File: config.mk
export PLATFORM = sky130hd
export DESIGN_NAME = sc_updown_acc_bank
export DESIGN_NICKNAME = d
export VERILOG_FILES = /design/src/rtl/sc_pkg.sv /design/src/rtl/sc_acc_lane.sv /design/src/rtl/sc_updown_acc_bank.sv
export SDC_FILE = /design/constraint.sdc
export NUM_CORES = 1
export LEC_CHECK = 0
export BUFFER_PORTS_ARGS = -buffer_cell sky130_fd_sc_hd__buf_2
export CAP_MARGIN = 0
export CORE_MARGIN = 4
export CORE_UTILIZATION = 38
export DETAILED_ROUTE_END_ITERATION = 8
export HOLD_SLACK_MARGIN = 0.15
export SLEW_MARGIN = 20
export SYNTH_ARGS = -nofsm -noshare
export SYNTH_HDL_FRONTEND = slang
export SYNTH_SLANG_ARGS = --single-unit
File: constraint.sdc
create_clock -name i_clk_udc -period 2.4 [get_ports i_clk_udc]
set_input_delay 0.24 -clock i_clk_udc [delete_from_list [all_inputs] [get_ports i_clk_udc]]
set_output_delay 0.24 -clock i_clk_udc [all_outputs]
set_load 0.05 [all_outputs]
File: src/rtl/sc_pkg.sv
// ============================================================================
//  Module      : sc_pkg
//  Description : Shared types, default sizes and the saturating step helper
//                for the stochastic up/down accumulator bank.
//  Revision    : 1.0 - initial release
// ============================================================================
`default_nettype none

`ifndef DIM
`define DIM 4
`endif
`ifndef NUM_BIT
`define NUM_BIT 8
`endif

package sc_pkg;

   localparam int SC_NUM_CH = `DIM;
   localparam int SC_ACC_W  = `NUM_BIT;
   localparam int SC_LEN_W  = 8;
   // Working width of sat_step; lane widths must stay below this.
   localparam int SC_STEP_W = 32;

   typedef enum logic [1:0] {
      ST_IDLE      = 2'd0,
      ST_ACC       = 2'd1,
      ST_DONE      = 2'd2,
      ST_DONE_HOLD = 2'd3
   } sc_state_e;

   typedef struct packed {
      logic signed [SC_STEP_W-1:0] value;
      logic                        ovf;
   } sc_step_t;

   // One +1/-1 step on a sign-extended acc_w-bit value. The overflow flag is
   // raised whenever the step would leave the signed range, whether the
   // result is clamped (sat_en=1) or wrapped (sat_en=0).
   function automatic sc_step_t sat_step(
      input logic signed [SC_STEP_W-1:0] value,
      input logic                        dir,
      input logic                        en,
      input logic                        sat_en,
      input int                          acc_w
   );
      sc_step_t                    res;
      logic signed [SC_STEP_W-1:0] lim_max;
      logic signed [SC_STEP_W-1:0] lim_min;
      lim_max   = (32'sd1 <<< (acc_w - 1)) - 32'sd1;
      lim_min   = -(32'sd1 <<< (acc_w - 1));
      res.value = value;
      res.ovf   = 1'b0;
      if (en) begin
         if (dir) begin
            if (value == lim_max) begin
               res.ovf   = 1'b1;
               res.value = sat_en ? lim_max : lim_min;
            end else begin
               res.value = value + 32'sd1;
            end
         end else begin
            if (value == lim_min) begin
               res.ovf   = 1'b1;
               res.value = sat_en ? lim_min : lim_max;
            end else begin
               res.value = value - 32'sd1;
            end
         end
      end
      return res;
   endfunction

endpackage

`default_nettype wire

File: src/rtl/sc_acc_lane.sv
// ============================================================================
//  Module      : sc_acc_lane
//  Description : Single-channel signed up/down accumulator with synchronous
//                clear and a sticky overflow/saturation flag.
//  Revision    : 1.0 - initial release
// ============================================================================
`default_nettype none

module sc_acc_lane
   import sc_pkg::*;
#(
   parameter int ACC_W  = 8,
   parameter bit SAT_EN = 1'b1
) (
   input  logic             clk_i,
   input  logic             rst_i,
   input  logic             clr_i,
   input  logic             en_i,
   input  logic             up_i,
   output logic [ACC_W-1:0] acc_o,
   output logic             sat_o
);

   logic [ACC_W-1:0]       acc_q, acc_d;
   logic                   sat_q, sat_d;
   logic signed [SC_STEP_W-1:0] acc_ext;
   sc_step_t               step;
   logic                   unused_hi;

   assign acc_ext   = SC_STEP_W'(signed'(acc_q));
   assign step      = sat_step(acc_ext, up_i, en_i, SAT_EN, ACC_W);
   // Upper bits of the step result are only the sign extension.
   assign unused_hi = ^step.value[SC_STEP_W-1:ACC_W];

   // Next value: clear wins over stepping; the flag only ever sets until clear.
   always_comb begin
      acc_d = acc_q;
      sat_d = sat_q;
      if (clr_i) begin
         acc_d = '0;
         sat_d = 1'b0;
      end else if (en_i) begin
         acc_d = step.value[ACC_W-1:0];
         sat_d = sat_q | step.ovf;
      end
   end

   // Accumulator and sticky flag registers.
   always_ff @(posedge clk_i or posedge rst_i) begin
      if (rst_i) begin
         acc_q <= '0;
         sat_q <= 1'b0;
      end else begin
         acc_q <= acc_d;
         sat_q <= sat_d;
      end
   end

   assign acc_o = acc_q;
   assign sat_o = sat_q;

endmodule

`default_nettype wire

File: src/rtl/sc_updown_acc_bank.sv
// ============================================================================
//  Module      : sc_updown_acc_bank
//  Description : Bank of NUM_CH stochastic-bitstream accumulators with
//                programmable stream length, per-channel weight sign,
//                unipolar/bipolar mode and a start/done handshake.
//  Revision    : 1.0 - initial release
// ============================================================================
`default_nettype none

module sc_updown_acc_bank
   import sc_pkg::*;
#(
   parameter int NUM_CH = SC_NUM_CH,
   parameter int ACC_W  = SC_ACC_W,
   parameter int LEN_W  = SC_LEN_W,
   parameter bit SAT_EN = 1'b1
) (
   input  logic                    i_clk_udc,
   input  logic                    i_rst_udc,
   input  logic                    i_start,
   input  logic [LEN_W-1:0]        i_len,
   input  logic                    i_bipolar,
   input  logic [NUM_CH-1:0]       i_sign_w,
   input  logic                    i_abort,
   input  logic                    i_sn_valid,
   input  logic [NUM_CH-1:0]       i_sn_bit,
   output logic                    o_ready,
   output logic                    o_busy,
   output logic                    o_done,
   output logic                    o_res_valid,
   output logic [NUM_CH*ACC_W-1:0] o_result,
   output logic [NUM_CH-1:0]       o_sat
);

   sc_state_e          state_q, state_d;
   logic [LEN_W-1:0]   cnt_q, cnt_d;
   logic [LEN_W-1:0]   len_q, len_d;
   logic               bip_q, bip_d;
   logic [NUM_CH-1:0]  sign_q, sign_d;
   logic               done_q, done_d;
   logic               rv_q, rv_d;

   logic               start_acc;
   logic               step;
   logic               last_bit;
   logic [NUM_CH-1:0]  lane_en;
   logic [NUM_CH-1:0]  lane_up;

   assign o_ready   = (state_q == ST_IDLE) || (state_q == ST_DONE_HOLD);
   assign o_busy    = (state_q == ST_ACC);
   assign start_acc = i_start && o_ready;
   // A bit landing in the abort cycle is dropped so the partial result is
   // exactly what was accumulated before the abort.
   assign step      = (state_q == ST_ACC) && i_sn_valid && !i_abort;
   assign last_bit  = step && (({1'b0, cnt_q} + 1'b1) == {1'b0, len_q});

   // Next-state, bit counter, latched run settings and result handshake.
   always_comb begin
      state_d = state_q;
      cnt_d   = cnt_q;
      len_d   = len_q;
      bip_d   = bip_q;
      sign_d  = sign_q;
      rv_d    = rv_q;
      done_d  = 1'b0;
      case (state_q)
         ST_IDLE, ST_DONE_HOLD: begin
            if (start_acc) begin
               len_d   = i_len;
               bip_d   = i_bipolar;
               sign_d  = i_sign_w;
               cnt_d   = '0;
               rv_d    = 1'b0;
               state_d = (i_len == '0) ? ST_DONE : ST_ACC;
            end
         end
         ST_ACC: begin
            if (i_abort) begin
               state_d = ST_IDLE;
               rv_d    = 1'b0;
            end else if (step) begin
               cnt_d = cnt_q + 1'b1;
               if (last_bit) begin
                  state_d = ST_DONE;
               end
            end
         end
         ST_DONE: begin
            if (i_abort) begin
               state_d = ST_IDLE;
               rv_d    = 1'b0;
            end else begin
               state_d = ST_DONE_HOLD;
               done_d  = 1'b1;
               rv_d    = 1'b1;
            end
         end
         default: state_d = ST_IDLE;
      endcase
   end

   // Control registers.
   always_ff @(posedge i_clk_udc or posedge i_rst_udc) begin
      if (i_rst_udc) begin
         state_q <= ST_IDLE;
         cnt_q   <= '0;
         len_q   <= '0;
         bip_q   <= 1'b0;
         sign_q  <= '0;
         done_q  <= 1'b0;
         rv_q    <= 1'b0;
      end else begin
         state_q <= state_d;
         cnt_q   <= cnt_d;
         len_q   <= len_d;
         bip_q   <= bip_d;
         sign_q  <= sign_d;
         done_q  <= done_d;
         rv_q    <= rv_d;
      end
   end

   // Per-lane step controls: effective bit is the stream bit XOR weight sign;
   // unipolar mode only counts up on a 1 and otherwise holds.
   always_comb begin
      lane_en = '0;
      lane_up = '0;
      for (int c = 0; c < NUM_CH; c++) begin
         lane_up[c] = i_sn_bit[c] ^ sign_q[c];
         lane_en[c] = step && (bip_q || lane_up[c]);
      end
   end

   generate
      for (genvar g = 0; g < NUM_CH; g++) begin : g_lane
         sc_acc_lane #(
            .ACC_W  (ACC_W),
            .SAT_EN (SAT_EN)
         ) u_lane (
            .clk_i (i_clk_udc),
            .rst_i (i_rst_udc),
            .clr_i (start_acc),
            .en_i  (lane_en[g]),
            .up_i  (lane_up[g]),
            .acc_o (o_result[g*ACC_W +: ACC_W]),
            .sat_o (o_sat[g])
         );
      end
   endgenerate

   assign o_done      = done_q;
   assign o_res_valid = rv_q;

endmodule

`default_nettype wire

# [Yosys cells after proc, flatten, opt, wreduce, memory -nomap -nowiden]
# Index checks and enable logic that the tools add are counted.
[totals] register_bits=61 in_bits=22 output_inout_bits=40 word_cells=133
[op_classes] n_addsub=10 n_eq_ne=18 muxes=56 bitwise_logic=8 reduce_logical=26
[ops] op="8-bit 2-to-1 mux" n=19
[ops] op="9-bit 2-to-1 mux" n=8
[ops] op="8-bit == test (second input constant)" n=8
[ops] op="8-bit by 2-bit adder with 8-bit output (second input constant)" n=4
[ops] op="8-bit by 2-bit subtractor with 8-bit output (second input constant)" n=4
[ops] op="1-bit 2-to-1 mux" n=20
[ops] op="8-bit case mux with 2 select lines" n=1
[ops] op="2-bit 2-to-1 mux" n=6
[ops] op="2-bit nonzero test" n=5
[ops] op="8-bit by 1-bit adder with 9-bit output (second input constant)" n=1
[ops] op="9-bit by 8-bit == test with 1-bit output" n=1
[ops] op="8-bit by 1-bit adder with 8-bit output (second input constant)" n=1
[ops] op="1-bit logical AND" n=8
[ops] op="8-bit logical NOT" n=1
[ops] op="3-bit by 2-bit inequality test with 1-bit output (second input constant)" n=2
[ops] op="2-bit case mux with 3 select lines" n=1
[ops] op="1-bit logical OR" n=5
[ops] op="2-bit == test (second input constant)" n=2
[ops] op="2-bit by 1-bit inequality test with 1-bit output (second input constant)" n=2
[ops] op="2-bit inequality test (second input constant)" n=2
[ops] op="1-bit bitwise OR" n=4
[ops] op="2-bit AND reduction" n=2
[ops] op="4-bit AND reduction" n=1
[ops] op="1-bit bitwise XOR" n=4
[ops] op="6 further kinds" n=6

# [Logic depth before layout (Yosys ltp)]
# Gate-level depths: netlist of run 1.
[logic_depth] depth_word=8 mapped_depth=9 depth_no_buf=8

# [Hierarchy]
# From an unflattened synthesis of run 1, not the netlist that was laid out.
[unflattened] cells_unflattened=541 hier_area_um2=4589.4
[by_module_without_submodules] mod="sc_acc_lane" instances=4 cells_each=99 area_each_um2=792.0 seq_area_each_um2=225.2
[by_module_without_submodules] mod="sc_updown_acc_bank" instances=1 cells_each=145 area_each_um2=1421.4 seq_area_each_um2=625.6

# [Least setup slack after synthesis of run 1]
# OpenSTA, ideal clock, no wires.
[synth_timing] kind="register to register" start="register state_q[1]" end="register state_q[1]" setup_ps=128 arrival_time_ps=2258 required_time_ps=2272 setup_slack_ps=15 path_stages_with_launch=10 path_buffers=1 synth_period_minus_slack_ps=2385 path_cell_list="dfrtp_1 -> inv_1 -> ha_1 -> and3b_1 -> buf_2 -> nand2_1 -> nor3_1 -> o2111ai_1 -> o31ai_2 -> mux2_1"
[synth_via] elab_chain_len=6 word_cells_on_any_way=15 classes_between="eq/ne (6); mux (1); reduce/logical (8)"
[synth_lines] element="from (decl)" line_no="sc_updown_acc_bank.sv:35" text="sc_state_e state_q, state_d;"
[synth_lines] element="from (signal assigned)" line_no="sc_updown_acc_bank.sv:113" text="state_q <= state_d;"
[synth_lines] element="2-bit by 1-bit == test with 1-bit output (*)"
[synth_lines] element="net o_busy" line_no="sc_updown_acc_bank.sv:28" text="output logic o_busy,"
[synth_lines] element="1-bit logical AND (2 in a row)" line_no="sc_updown_acc_bank.sv:54" text="assign step = (state_q == ST_ACC) && i_sn_valid && !i_abort;"
[synth_lines] element="1-bit logical AND" line_no="sc_updown_acc_bank.sv:55" text="assign last_bit = step && (({1'b0, cnt_q} + 1'b1) == {1'b0, len_q});"
[synth_lines] element="3-bit by 2-bit inequality test with 1-bit output (no line)"
[synth_lines] element="3-bit AND reduction (no line)"
# Mark *: on every way through the listed nets, which the timed path passes. The rest lies on a longest branch.
# A chain may end at the register's enable or synchronous reset.

# [Worst setup path in the final report of run 1]
[layout_timing] start="register cnt_q[0]" end="register state_q[1]"
[layout_via] elab_chain_len=5
[layout_lines] element="from (decl)" line_no="sc_updown_acc_bank.sv:36" text="logic [LEN_W-1:0] cnt_q, cnt_d;"
[layout_lines] element="from (signal assigned)" line_no="sc_updown_acc_bank.sv:114" text="cnt_q <= cnt_d;"
[layout_lines] element="8-bit by 1-bit adder with 9-bit output" line_no="sc_updown_acc_bank.sv:55"
[layout_lines] element="9-bit by 8-bit == test with 1-bit output" line_no="sc_updown_acc_bank.sv:55"
[layout_lines] element="1-bit logical AND" line_no="sc_updown_acc_bank.sv:55"
[layout_lines] element="3-bit by 2-bit inequality test with 1-bit output (no line)"
[layout_lines] element="3-bit AND reduction (no line)"
# No other way between the ends.

==> impl_results.md, run 1 <==
* Clock Sinks at 61
* First drt pass iteration count at 4
* Primary FF master, synth: sky130_fd_sc_hd__dfrtp_1
* Area overhead of the layout relative to synthesis at 19.1%
* Crit path launch type: flip-flop
* Async set-or-reset flop fraction in the synthesized netlist at 100%
* Actual transition at the worst max-transition pin at 664 ps
* Number of max-slew violations in the final report at 0
* Power share of the combinational group at 60.8%
* Post-synthesis sequential area ratio at 35.9%
* Syn Nets at 563
* Number of enable-type register cells in the synthesized netlist at 0
* Via density per instance at 5.55
* Post-route DRC violation count at 0
* Worst Hold Path Cells at 4
* Post-synthesis instance area at 4250 sq um
* Die Y-Extent at 114 microns
* Worst-skew pair later-pin latency at 350 ps
* Count of state elements after synthesis at 61
* Max Root-Sink Buffers at 2
* Cell-internal power at 3.43 mW
* Area share of the largest cell type after synthesis at 35.9%
* Final hold viol count at 0
* Number of H-tree levels at 3
* Top fanout value on the critical path at 7
* Nets@finish at 640
* Clock tree from TritonCTS: built
* Result of the run: completed
* Power spent charging and discharging nets at 3.96 mW
* Setup-violating endpoint count in the final report at 0
* Peak VDD IR at 0.873 mV
* Count of buffers inserted at the top-level ports at 61
* GR Overflow Total at 0
* Depth of the worst register-to-register path at 7
* CP required at 2630 ps
* Total half-perimeter wirelength after legalization and detailed placement at 8190 microns
* Dominant cell type by area after synthesis: sky130_fd_sc_hd__dfrtp_1
* Area of the core at 10900 sq um
* Starting Density at 39.0%
* Via count at 4143
* Data arrival time at the worst-slack endpoint at 2410 ps
* Wirelength per Cell at 15.2 microns
* Number of global-route vias before repair at 3911
* Clk Tree Root Cell: sky130_fd_sc_hd__clkbuf_8
* Number of distinct library cells after synthesis at 61
* Switching part of the total at 53.6%
* Setup TNS Final at 0 ps
* Leak pwr at 2.41 nW
* Classification of the worst-slack hold path: input port to flip-flop
* Critical Path End Type: flip-flop
* Final critical-path share of the clock period at 90.9%
* Final-layout worst hold slack at 384 ps
* Last weighted congestion value of the routability-driven placer at 0.882
* Number of instances in the synthesized netlist at 526
* Number of maximum-capacitance violations at 0
* Proportion of power drawn by the clock network at 11.8%
* Wirelength, routed at 11400 microns
* Total number of placement rows at 38
* Total clock buffers created by CTS at 9
* Initial DRC count at 208
* Clock slew seen by the registers of the worst setup and hold paths at 80 ps
* Initial antenna violation count at 0
* Post-route setup slack at 218 ps
* Time the final worst path needs with I/O delays and setup at 2180 ps
* Total GRT Usage at 18.2%
* Pwr/cell area at 1460 nW/um^2
* Sequential group share of total power at 27.4%
* Count of boundary I/O pins at 62
* Relative max-transition margin at 55.6%
* Total Die Area at 12900 sq um
* Pin count of the biggest net entering global routing at 30
* Number of buffers inserted by post-CTS setup repair at 0
* Setup slack at placement at 205 ps
* Count of inserted antenna diode cells at 0
* Chip Width at 114 microns
* Final total power at 7.40 mW
* Skew final at 13.7 ps
* Cells taking the most area after synthesis: sky130_fd_sc_hd__dfrtp_1, sky130_fd_sc_hd__nand2_1, sky130_fd_sc_hd__o21ai_0
* Type of the worst setup path: flip-flop to flip-flop
* Yosys warnings at 0
* Highest Clock Rate at 0.458 GHz
* Antenna viol nets, final at 0
* Unrepaired setup endpoints after global routing: false
* Wire length of the first global-routing pass at 19100 microns
* Share of post-route cells with drive strength above 1 at 19.1%
* Average footprint of a synthesized cell at 8.08 sq um
==> state kept, by name, summed over array words and instances (netlist names) <==
register and flops:
g_lane.u_lane.sat_o 4, cnt_q 8, sign_q 4, o_done 1, g_lane.u_lane.acc_o 32, len_q 8
bip_q 1, o_res_valid 1, state_q 2
==> final cells by class <==
cell class	instances	area (sq um)
clock buffers	10	128
clock inverters	5	52.6
fillers	1105	5830
inverters	17	63.8
multi-input cells	419	2520
flip-flops and latches	61	1530
well taps	140	175
repair buffers	95	598
==> power groups by stage <==
stage	clock network (mW)	registers, mW	logic, mW
after global routing	0.960	2.11	4.94
after detailed placement	0	2.04	4.44
after floorplan	0	2.62	2.76
after CTS	0.908	2.02	4.49
final	0.871	2.03	4.50
after global placement	0	2.03	4.39
==> worst max-delay path: stages, from the launching register on <==
cell and delay [ps]:
sky130_fd_sc_hd__dfrtp_1 430, sky130_fd_sc_hd__ha_1 300, sky130_fd_sc_hd__nand3_1 150, sky130_fd_sc_hd__nor2_1 220, sky130_fd_sc_hd__xnor2_1 140, sky130_fd_sc_hd__o2111ai_1 140
sky130_fd_sc_hd__o31ai_2 340, sky130_fd_sc_hd__mux2_1 350
==> kinds of logic (layout without fill, tap and decap cells) <==
| logic type | count (synthesis) | in the layout | synth area share (%) |
|---|---|---|---|
| buffers and inverters | 46 | 127 | 4.98 |
| XOR/XNOR | 26 | 26 | 5.89 |
| AND/OR/NAND/NOR | 222 | 222 | 24.6 |
| AO/OA/AOI/OAI | 150 | 150 | 22.7 |
| flip-flops | 61 | 61 | 35.9 |
| multiplexers | 6 | 6 | 1.47 |
| adder cells (fa/ha/maj) | 15 | 15 | 4.42 |
==> synthesized netlist by cell type, types with 11 or more instances <==
master                     instances
sky130_fd_sc_hd__nand2_1          93
sky130_fd_sc_hd__dfrtp_1          61
sky130_fd_sc_hd__o21ai_0          48
sky130_fd_sc_hd__nor2_1           41
sky130_fd_sc_hd__a21oi_1          28
sky130_fd_sc_hd__nand3_1          23
sky130_fd_sc_hd__inv_1            17
sky130_fd_sc_hd__clkbuf_1         15
sky130_fd_sc_hd__ha_1             15
sky130_fd_sc_hd__a31oi_1          14
sky130_fd_sc_hd__xor2_1           12
sky130_fd_sc_hd__xnor2_1          11
==> timing repair <==
action                     4_1_cts  5_1_grt
hold endpoints to repair        41        0
hold buffers                    15        0
gates resized for setup          0        2
setup endpoints to repair        0        1
==> stage by stage <==
step	instance area (sq um)	utilization (%)	std cells
after floorplan	4250	-	526
after global placement	4720	43.4	717
after detailed placement	4720	43.4	717
after CTS	5050	46.4	747
after global routing	5060	46.5	747
final	5060	46.5	747
==> per-layer routing <==
metal	vias to the layer above	share of wire [%]	track usage, %
li1	2022	-	-
met1	1956	44	24.3
met2	154	48	29.3
met3	11	7.0	4.88
met4	0	1.5	4.97
met5	-	0	0
==> cell usage in the layout, fill, tap and decap left out, types with 11 or more instances in the layout <==
master	count
sky130_fd_sc_hd__buf_4	19
sky130_fd_sc_hd__buf_2	61
sky130_fd_sc_hd__ha_1	14
sky130_fd_sc_hd__o21ai_0	48
sky130_fd_sc_hd__inv_1	16
sky130_fd_sc_hd__a31oi_1	14
sky130_fd_sc_hd__nand3_1	23
sky130_fd_sc_hd__nand2_1	93
sky130_fd_sc_hd__xor2_1	12
sky130_fd_sc_hd__nor2_1	41
sky130_fd_sc_hd__dlygate4sd3_1	15
sky130_fd_sc_hd__dfrtp_1	61
sky130_fd_sc_hd__xnor2_1	11
sky130_fd_sc_hd__a21oi_1	28
==> worst paths after layout <==
kind | from | end | slack [ps]
min in group asynchronous | i_rst_udc | g_lane[0].u_lane.acc_o[1] | 560
max | cnt_q[0] | state_q[1] | 220
max in group asynchronous | i_rst_udc | g_lane[2].u_lane.acc_o[4] | 1160
min | i_sn_bit[3] | g_lane[3].u_lane.acc_o[1] | 380
min reg2reg | len_q[7] | len_q[7] | 500
max reg2reg | cnt_q[0] | state_q[1] | 220
Power figures use the tool's default switching activity.
==> inputs of run 2 (changes only) <==
--- a/config.mk
+++ b/config.mk
@@ -8,9 +8,10 @@
 export BUFFER_PORTS_ARGS = -buffer_cell sky130_fd_sc_hd__buf_2
 export CAP_MARGIN = 0
 export CORE_MARGIN = 4
-export CORE_UTILIZATION = 38
+export CORE_UTILIZATION = 50
 export DETAILED_ROUTE_END_ITERATION = 8
 export HOLD_SLACK_MARGIN = 0.15
+export PLACE_DENSITY = 0.71
 export SLEW_MARGIN = 20
 export SYNTH_ARGS = -nofsm -noshare
 export SYNTH_HDL_FRONTEND = slang
==> impl_results.md, run 2 (synthesized netlist as in run 1, its figures left out) <==
* CP Launch Point: cnt_q[0]
* Area overhead of the layout relative to synthesis at 17.5%
* Power share of the combinational group at 60.4% (-0.4 points)
* Setup-violating endpoint count in the final report at 0 (unchanged)
* FF-to-FF setup slack at 140 ps (-70 ps)
* Starting Density at 51.4% (+12 points)
* Total number of placement rows at 33 (-13%)
* Highest Clock Rate at 0.443 GHz (-3.3%)
* Number of max-slew violations in the final report at 0 (unchanged)
* Sequential group share of total power at 28.2% (+0.8 points)
* End of the worst register-to-register path: state_q[1]
* Proportion of power drawn by the clock network at 11.4% (-0.4 points)
* Number of maximum-capacitance violations at 0 (unchanged)
* First drt pass iteration count at 5 (+1)
* Worst Hold Path Cells at 4 (unchanged)
* Pin count of the biggest net entering global routing at 36 (+20%)
* Relative max-transition margin at 59.3% (+3.7 points)
* Count of boundary I/O pins at 62 (unchanged)
* Skew final at 7.14 ps (-6.53 ps)
* Power spent charging and discharging nets at 3.92 mW (-1.1%)
* Wirelength, routed at 10700 microns (-5.6%)
* Result of the run: completed
* Initial DRC count at 234 (+13%)
* Number of H-tree levels at 3 (unchanged)
* Antenna viol nets, final at 0 (unchanged)
* Data arrival time at the worst-slack endpoint at 2470 ps (+60 ps)
* Depth of the worst register-to-register path at 7 (unchanged)
* Clock Sinks at 61 (unchanged)
* Critical Path Slowest Stage Cell: sky130_fd_sc_hd__dfrtp_1
* Total half-perimeter wirelength after legalization and detailed placement at 7620 microns (-7.0%)
* Last weighted congestion value of the routability-driven placer at 0.927 (+5.1%)
* Cell-internal power at 3.37 mW (-1.9%)
* Count of inserted antenna diode cells at 0 (unchanged)
* Share of post-route cells with drive strength above 1 at 18.5% (-0.57 points)
* Post-route DRC violation count at 0 (unchanged)
* Wire length of the first global-routing pass at 17900 microns (-6.3%)
* Initial antenna violation count at 0 (unchanged)
* Actual transition at the worst max-transition pin at 609 ps (-55.1 ps)
* Delay of the slowest critical-path stage at 430 ps (about the same)
* Final critical-path share of the clock period at 94.0% (+3.1 points)
* Critical Path End Type: flip-flop
* Flip-flop count of the largest register, all copies and words added at 32 (unchanged)
* Pwr/cell area at 1460 nW/um^2 (-0.12%)
* Top fanout value on the critical path at 7 (unchanged)
* Total GRT Usage at 21.9% (+3.7 points)
* Final total power at 7.29 mW (-1.5%)
* Clock slew seen by the registers of the worst setup and hold paths at 80 ps (about the same)
* # fillers at 738 (-33%)
* CP required at 2620 ps (about the same)
* Number of global-route vias before repair at 3856 (-1.4%)
* Nets@finish at 636 (-0.63%)
* Classification of the worst-slack hold path: input port to flip-flop
* Type of the worst setup path: flip-flop to flip-flop
* GR Overflow Total at 0 (unchanged)
* Total Die Area at 10000 sq um (-22%)
* Worst setup path endpoint: state_q[1]
* Via count at 4160 (+0.41%)
* Commonest cells after routing, fill and taps aside: sky130_fd_sc_hd__nand2_1, sky130_fd_sc_hd__dfrtp_1, sky130_fd_sc_hd__buf_2, sky130_fd_sc_hd__o21ai_0, sky130_fd_sc_hd__nor2_1
* DP Cell Count at 677 (-5.6%)
* Max Root-Sink Buffers at 2 (unchanged)
* Count of buffers inserted at the top-level ports at 61 (unchanged)
* Final Cell Area at 4990 sq um (-1.4%)
* Clock tree from TritonCTS: built
* Area of the core at 8260 sq um (-24%)
* Time the final worst path needs with I/O delays and setup at 2260 ps (+73.5 ps)
* Via density per instance at 5.87 (+5.8%)
* Worst R2R Start: cnt_q[0]
* Total cell area at the placement stage at 4650 sq um (-1.5%)
* Leak pwr at 2.39 nW (-0.66%)
* Post-route insts no fill at 709 (-5.1%)
* Most common library cell in the layout ignoring fill and taps: sky130_fd_sc_hd__nand2_1
* Crit path launch type: flip-flop
* Final hold viol count at 0 (unchanged)
* Setup TNS Final at 0 ps (unchanged)
* Peak VDD IR at 0.789 mV (-9.6%)
* Wirelength per Cell at 15.1 microns (-0.49%)
* Worst-skew pair later-pin latency at 330 ps (-20 ps)
* Die Y-Extent at 100 microns (-12%)
* CP cell instances: ha_1 -> nand3_1 -> nor2_1 -> xnor2_1 -> o2111ai_1 -> o31ai_2 -> mux2_1
* Clk Tree Root Cell: sky130_fd_sc_hd__clkbuf_8
* Total clock buffers created by CTS at 9 (unchanged)
* Chip Width at 100 microns (-12%)
* Final core area utilization at 60.5% (+14 points)
* Switching part of the total at 53.8% (+0.20 points)
==> run 2: final cells by class <==
type / instances / area, sq um / share of cell area, %
inverter: 17 / 63.8 / 1.28
multi-input combinational: 419 / 2510 / 50.3
clock buffer: 12 / 155 / 3.11
sequential: 61 / 1530 / 30.6
timing repair buffer: 91 / 581 / 11.6
tap: 105 / 131 / 2.63
clock inverter: 4 / 22.5 / 0.451
==> run 2: metal layers <==
layer / GRT usage (%) / wire (microns) / up-vias
met1: 29.6 / 4760 / 1965
met3: 5.63 / 580 / 24
li1: - / - / 2022
met2: 33.9 / 5110 / 149
met4: 7.88 / 276 / 0
met5: 0 / 0 / -
==> run 2: how the worst min path moves through the flow <==
stage | from | slack, ps | end
detailed placement | i_rst_udc | 350 | g_lane[0].u_lane.sat_o
finish | i_sn_bit[3] | 400 | g_lane[3].u_lane.acc_o[1]
global route | i_sn_valid | 420 | cnt_q[4]
floorplan | i_abort | 330 | o_done
CTS | i_sn_bit[3] | 390 | g_lane[3].u_lane.acc_o[1]
global placement | i_rst_udc | 350 | g_lane[0].u_lane.sat_o
==> run 2: what timing repair did <==
item / in CTS / in global routing
hold endpoints to repair: 40 / 0
setup endpoints to repair: 0 / 1
hold buffers: 15 / 0
buffers inserted: 0 / 1
gates resized for setup: 0 / 1
==> run 2: power groups by stage <==
| stage | logic (mW) | registers (mW) | clock network [mW] |
|---|---|---|---|
| 2_1_floorplan | 2.76 | 2.62 | 0 |
| 3_3_place_gp | 4.25 | 2.04 | 0 |
| 3_5_place_dp | 4.34 | 2.06 | 0 |
| 4_1_cts | 4.38 | 2.05 | 0.854 |
| 5_1_grt | 4.83 | 2.14 | 0.916 |
| 6_report | 4.40 | 2.05 | 0.833 |
==> run 2: stage by stage <==
stage / setup WS [ps] / hold slack (ps)
6_report: 144 / 396
2_1_floorplan: 14.6 / 334
5_1_grt: -11.6 / 421
3_3_place_gp: 335 / 345
3_5_place_dp: 174 / 352
4_1_cts: 163 / 388
==> run 2: critical path, delay by kind of cell (launching register included) <==
family / cells / cell delay [ps]
and+or+nand+nor: 2 / 410
xor gates and xnor gates: 1 / 170
muxes: 1 / 350
DFF: 1 / 430
adders and majority gates: 1 / 300
AOI/OAI and AO/OA: 2 / 480
==> inputs of run 3 (changes only) <==
--- a/config.mk
+++ b/config.mk
@@ -5,13 +5,14 @@
 export SDC_FILE = /design/constraint.sdc
 export NUM_CORES = 1
 export LEC_CHECK = 0
-export BUFFER_PORTS_ARGS = -buffer_cell sky130_fd_sc_hd__buf_2
 export CAP_MARGIN = 0
 export CORE_MARGIN = 4
 export CORE_UTILIZATION = 50
 export DETAILED_ROUTE_END_ITERATION = 8
+export DONT_BUFFER_PORTS = 1
 export HOLD_SLACK_MARGIN = 0.15
-export PLACE_DENSITY = 0.71
+export RECOVER_POWER = 50
+export SETUP_SLACK_MARGIN = 0.4
 export SLEW_MARGIN = 20
 export SYNTH_ARGS = -nofsm -noshare
 export SYNTH_HDL_FRONTEND = slang
==> impl_results.md, run 3 (synthesized netlist as in run 1, its figures left out) <==
* Post-route DRC violation count at 0 (unchanged)
* Number of H-tree levels at 3 (unchanged)
* Leak pwr at 2.35 nW (-1.9%)
* Worst R2R Start: g_lane[3].u_lane.acc_o[3]
* Commonest cells after routing, fill and taps aside: sky130_fd_sc_hd__nand2_1, sky130_fd_sc_hd__dfrtp_1, sky130_fd_sc_hd__buf_4, sky130_fd_sc_hd__o21ai_0, sky130_fd_sc_hd__nor2_1
* Final critical-path share of the clock period at 88.2% (-5.8 points)
* Relative max-transition margin at 15.7% (-44 points)
* Final hold viol count at 0 (unchanged)
* Initial DRC count at 239 (+2.1%)
* Clock Sinks at 61 (unchanged)
* Result of the run: completed
* Starting Density at 51.4% (unchanged)
* CP required at 2630 ps (about the same)
* Setup-violating endpoint count in the final report at 0 (unchanged)
* Via density per instance at 5.85 (-0.25%)
* Total GRT Usage at 22.6% (+0.72 points)
* Via count at 4050 (-2.6%)
* Final-layout worst hold slack at 169 ps (-227 ps)
* Highest Clock Rate at 0.473 GHz (+6.6%)
* Share of post-route cells with drive strength above 1 at 23.5% (+5.0 points)
* Die Y-Extent at 100 microns (unchanged)
* Antenna viol nets, final at 0 (unchanged)
* Count of buffers inserted at the top-level ports at 0 (-100%)
* Classification of the worst-slack hold path: input port to flip-flop
* Pwr/cell area at 1480 nW/um^2 (+1.4%)
* GR Overflow Total at 0 (unchanged)
* Depth of the worst register-to-register path at 6 (-1)
* Worst-skew pair later-pin latency at 340 ps (about the same)
* Max Root-Sink Buffers at 2 (unchanged)
* Count of boundary I/O pins at 62 (unchanged)
* Chip Width at 100 microns (unchanged)
* Crit path launch type: flip-flop
* Clock slew seen by the registers of the worst setup and hold paths at 70 ps (about the same)
* Area of the core at 8260 sq um (unchanged)
* Wirelength, routed at 11100 microns (+3.4%)
* Time the final worst path needs with I/O delays and setup at 2120 ps (-140 ps)
* Wirelength per Cell at 16.0 microns (+5.9%)
* CP cell instances: nor3_2 -> nand4_1 -> o211ai_4 -> a21oi_2 -> a21o_1 -> a22o_1
* Top fanout value on the critical path at 8 (+1)
* Critical Path Slowest Stage Cell: sky130_fd_sc_hd__dfrtp_1
* Worst Hold Path Cells at 3 (-1)
* Last weighted congestion value of the routability-driven placer at 0.960 (+3.6%)
* Min-Delay Startpoint: i_start
* Type of the worst setup path: flip-flop to flip-flop
* Most common library cell in the layout ignoring fill and taps: sky130_fd_sc_hd__nand2_1
* Wire length of the first global-routing pass at 18600 microns (+3.6%)
* Total half-perimeter wirelength after legalization and detailed placement at 7810 microns (+2.5%)
* Number of max-slew violations in the final report at 0 (unchanged)
* Count of inserted antenna diode cells at 0 (unchanged)
* Total number of placement rows at 33 (unchanged)
* Nets@finish at 619 (-2.7%)
* FF-to-FF setup slack at 280 ps (+140 ps)
* Setup TNS Final at 0 ps (unchanged)
* Skew final at 11.0 ps (+3.85 ps)
* Delay of the slowest critical-path stage at 640 ps (+210 ps)
* Clk Tree Root Cell: sky130_fd_sc_hd__clkbuf_8
* Number of maximum-capacitance violations at 0 (unchanged)
* Critical Path End Type: flip-flop
* # fillers at 753 (+2.0%)
* Pin count of the biggest net entering global routing at 33 (-8.3%)
* Clock tree from TritonCTS: built
* Total Die Area at 10000 sq um (unchanged)
* Flip-flop count of the largest register, all copies and words added at 32 (unchanged)
* Number of global-route vias before repair at 3959 (+2.7%)
* Unrepaired setup endpoints after global routing: true
* End of the worst register-to-register path: g_lane[3].u_lane.acc_o[4]
* Actual transition at the worst max-transition pin at 1260 ps (+653 ps)
* Peak VDD IR at 0.798 mV (+1.0%)
* Total clock buffers created by CTS at 9 (unchanged)
* Area overhead of the layout relative to synthesis at 24.7%
* Data arrival time at the worst-slack endpoint at 2340 ps (-130 ps)
* First drt pass iteration count at 4 (-1)
* Initial antenna violation count at 0 (unchanged)
* Hold Path Sink: bip_q
[run 3: cell types whose count changed in the layout (fill, tap and decap cells not counted), moves of 5 or more]
cell and delta:
sky130_fd_sc_hd__nor2_2 +6, sky130_fd_sc_hd__dfrtp_4 +5, sky130_fd_sc_hd__dfrtp_2 +6, sky130_fd_sc_hd__buf_2 -61, sky130_fd_sc_hd__buf_4 +36, sky130_fd_sc_hd__nor2_1 -7, sky130_fd_sc_hd__dfrtp_1 -11
[run 3: metal layers]
| layer | part of all wire (%) | vias to the layer above | global-route usage [%] |
|---|---|---|---|
| li1 | - | 1986 | - |
| met1 | 42 | 1948 | 28.5 |
| met2 | 50 | 103 | 38.3 |
| met3 | 6.0 | 13 | 5.00 |
| met4 | 1.3 | 0 | 7.67 |
| met5 | 0 | - | 0 |
[run 3: power by group]
group	total (mW)	switching [mW]	internal, mW
combinational	4.63	2.83	1.80
clock	0.915	0.409	0.505
sequential	2.30	0.875	1.42
total	7.85	4.12	3.73
[run 3: cell type report]
class	instances	area, sq um	area share (%)
multi-input combinational	419	2740	51.8
sequential	61	1550	29.3
timing repair buffer	74	607	11.5
clock buffer	12	145	2.74
tap	105	131	2.48
inverter	17	71.3	1.35
clock inverter	4	47.5	0.897
[run 3: repair_timing]
action / in CTS / in global routing
setup buffers: 1 / 19
setup endpoints to repair: 21 / 27
endpoints found under the hold margin: 44 / 0
pin swaps: 1 / 14
hold buffers: 15 / 0
resized for setup: 13 / 54
[run 3: worst max path at each step]
stage / startpoint / to / slack (ps) / cells after the start
CTS: state_q[1] / state_q[1] / 360 / 8
global route: g_lane[2].u_lane.acc_o[3] / g_lane[2].u_lane.acc_o[5] / 150 / 7
detailed placement: cnt_q[0] / state_q[1] / 180 / 7
finish: g_lane[3].u_lane.acc_o[3] / g_lane[3].u_lane.acc_o[4] / 280 / 6
global placement: cnt_q[0] / state_q[1] / 270 / 7
floorplan: state_q[1] / state_q[1] / 340 / 9
[run 3: worst max-delay path: cells and delay by family (launching register included)]
family	cells	cell delay, ps
AND/OR/NAND/NOR	2	560
AO/OA/AOI/OAI	4	810
flip-flops	1	640
[run 3: through the flow]
step,instances,worst slack [ps],power (mW),area (sq um),utilization (%)
3_5_place_dp,641,181,6.48,4580,55.5
2_1_floorplan,526,338,5.46,4310,-
3_3_place_gp,641,266,6.43,4580,55.5
4_1_cts,673,360,7.50,4980,60.3
5_1_grt,692,150,8.46,5300,64.2
6_report,692,284,7.85,5300,64.2
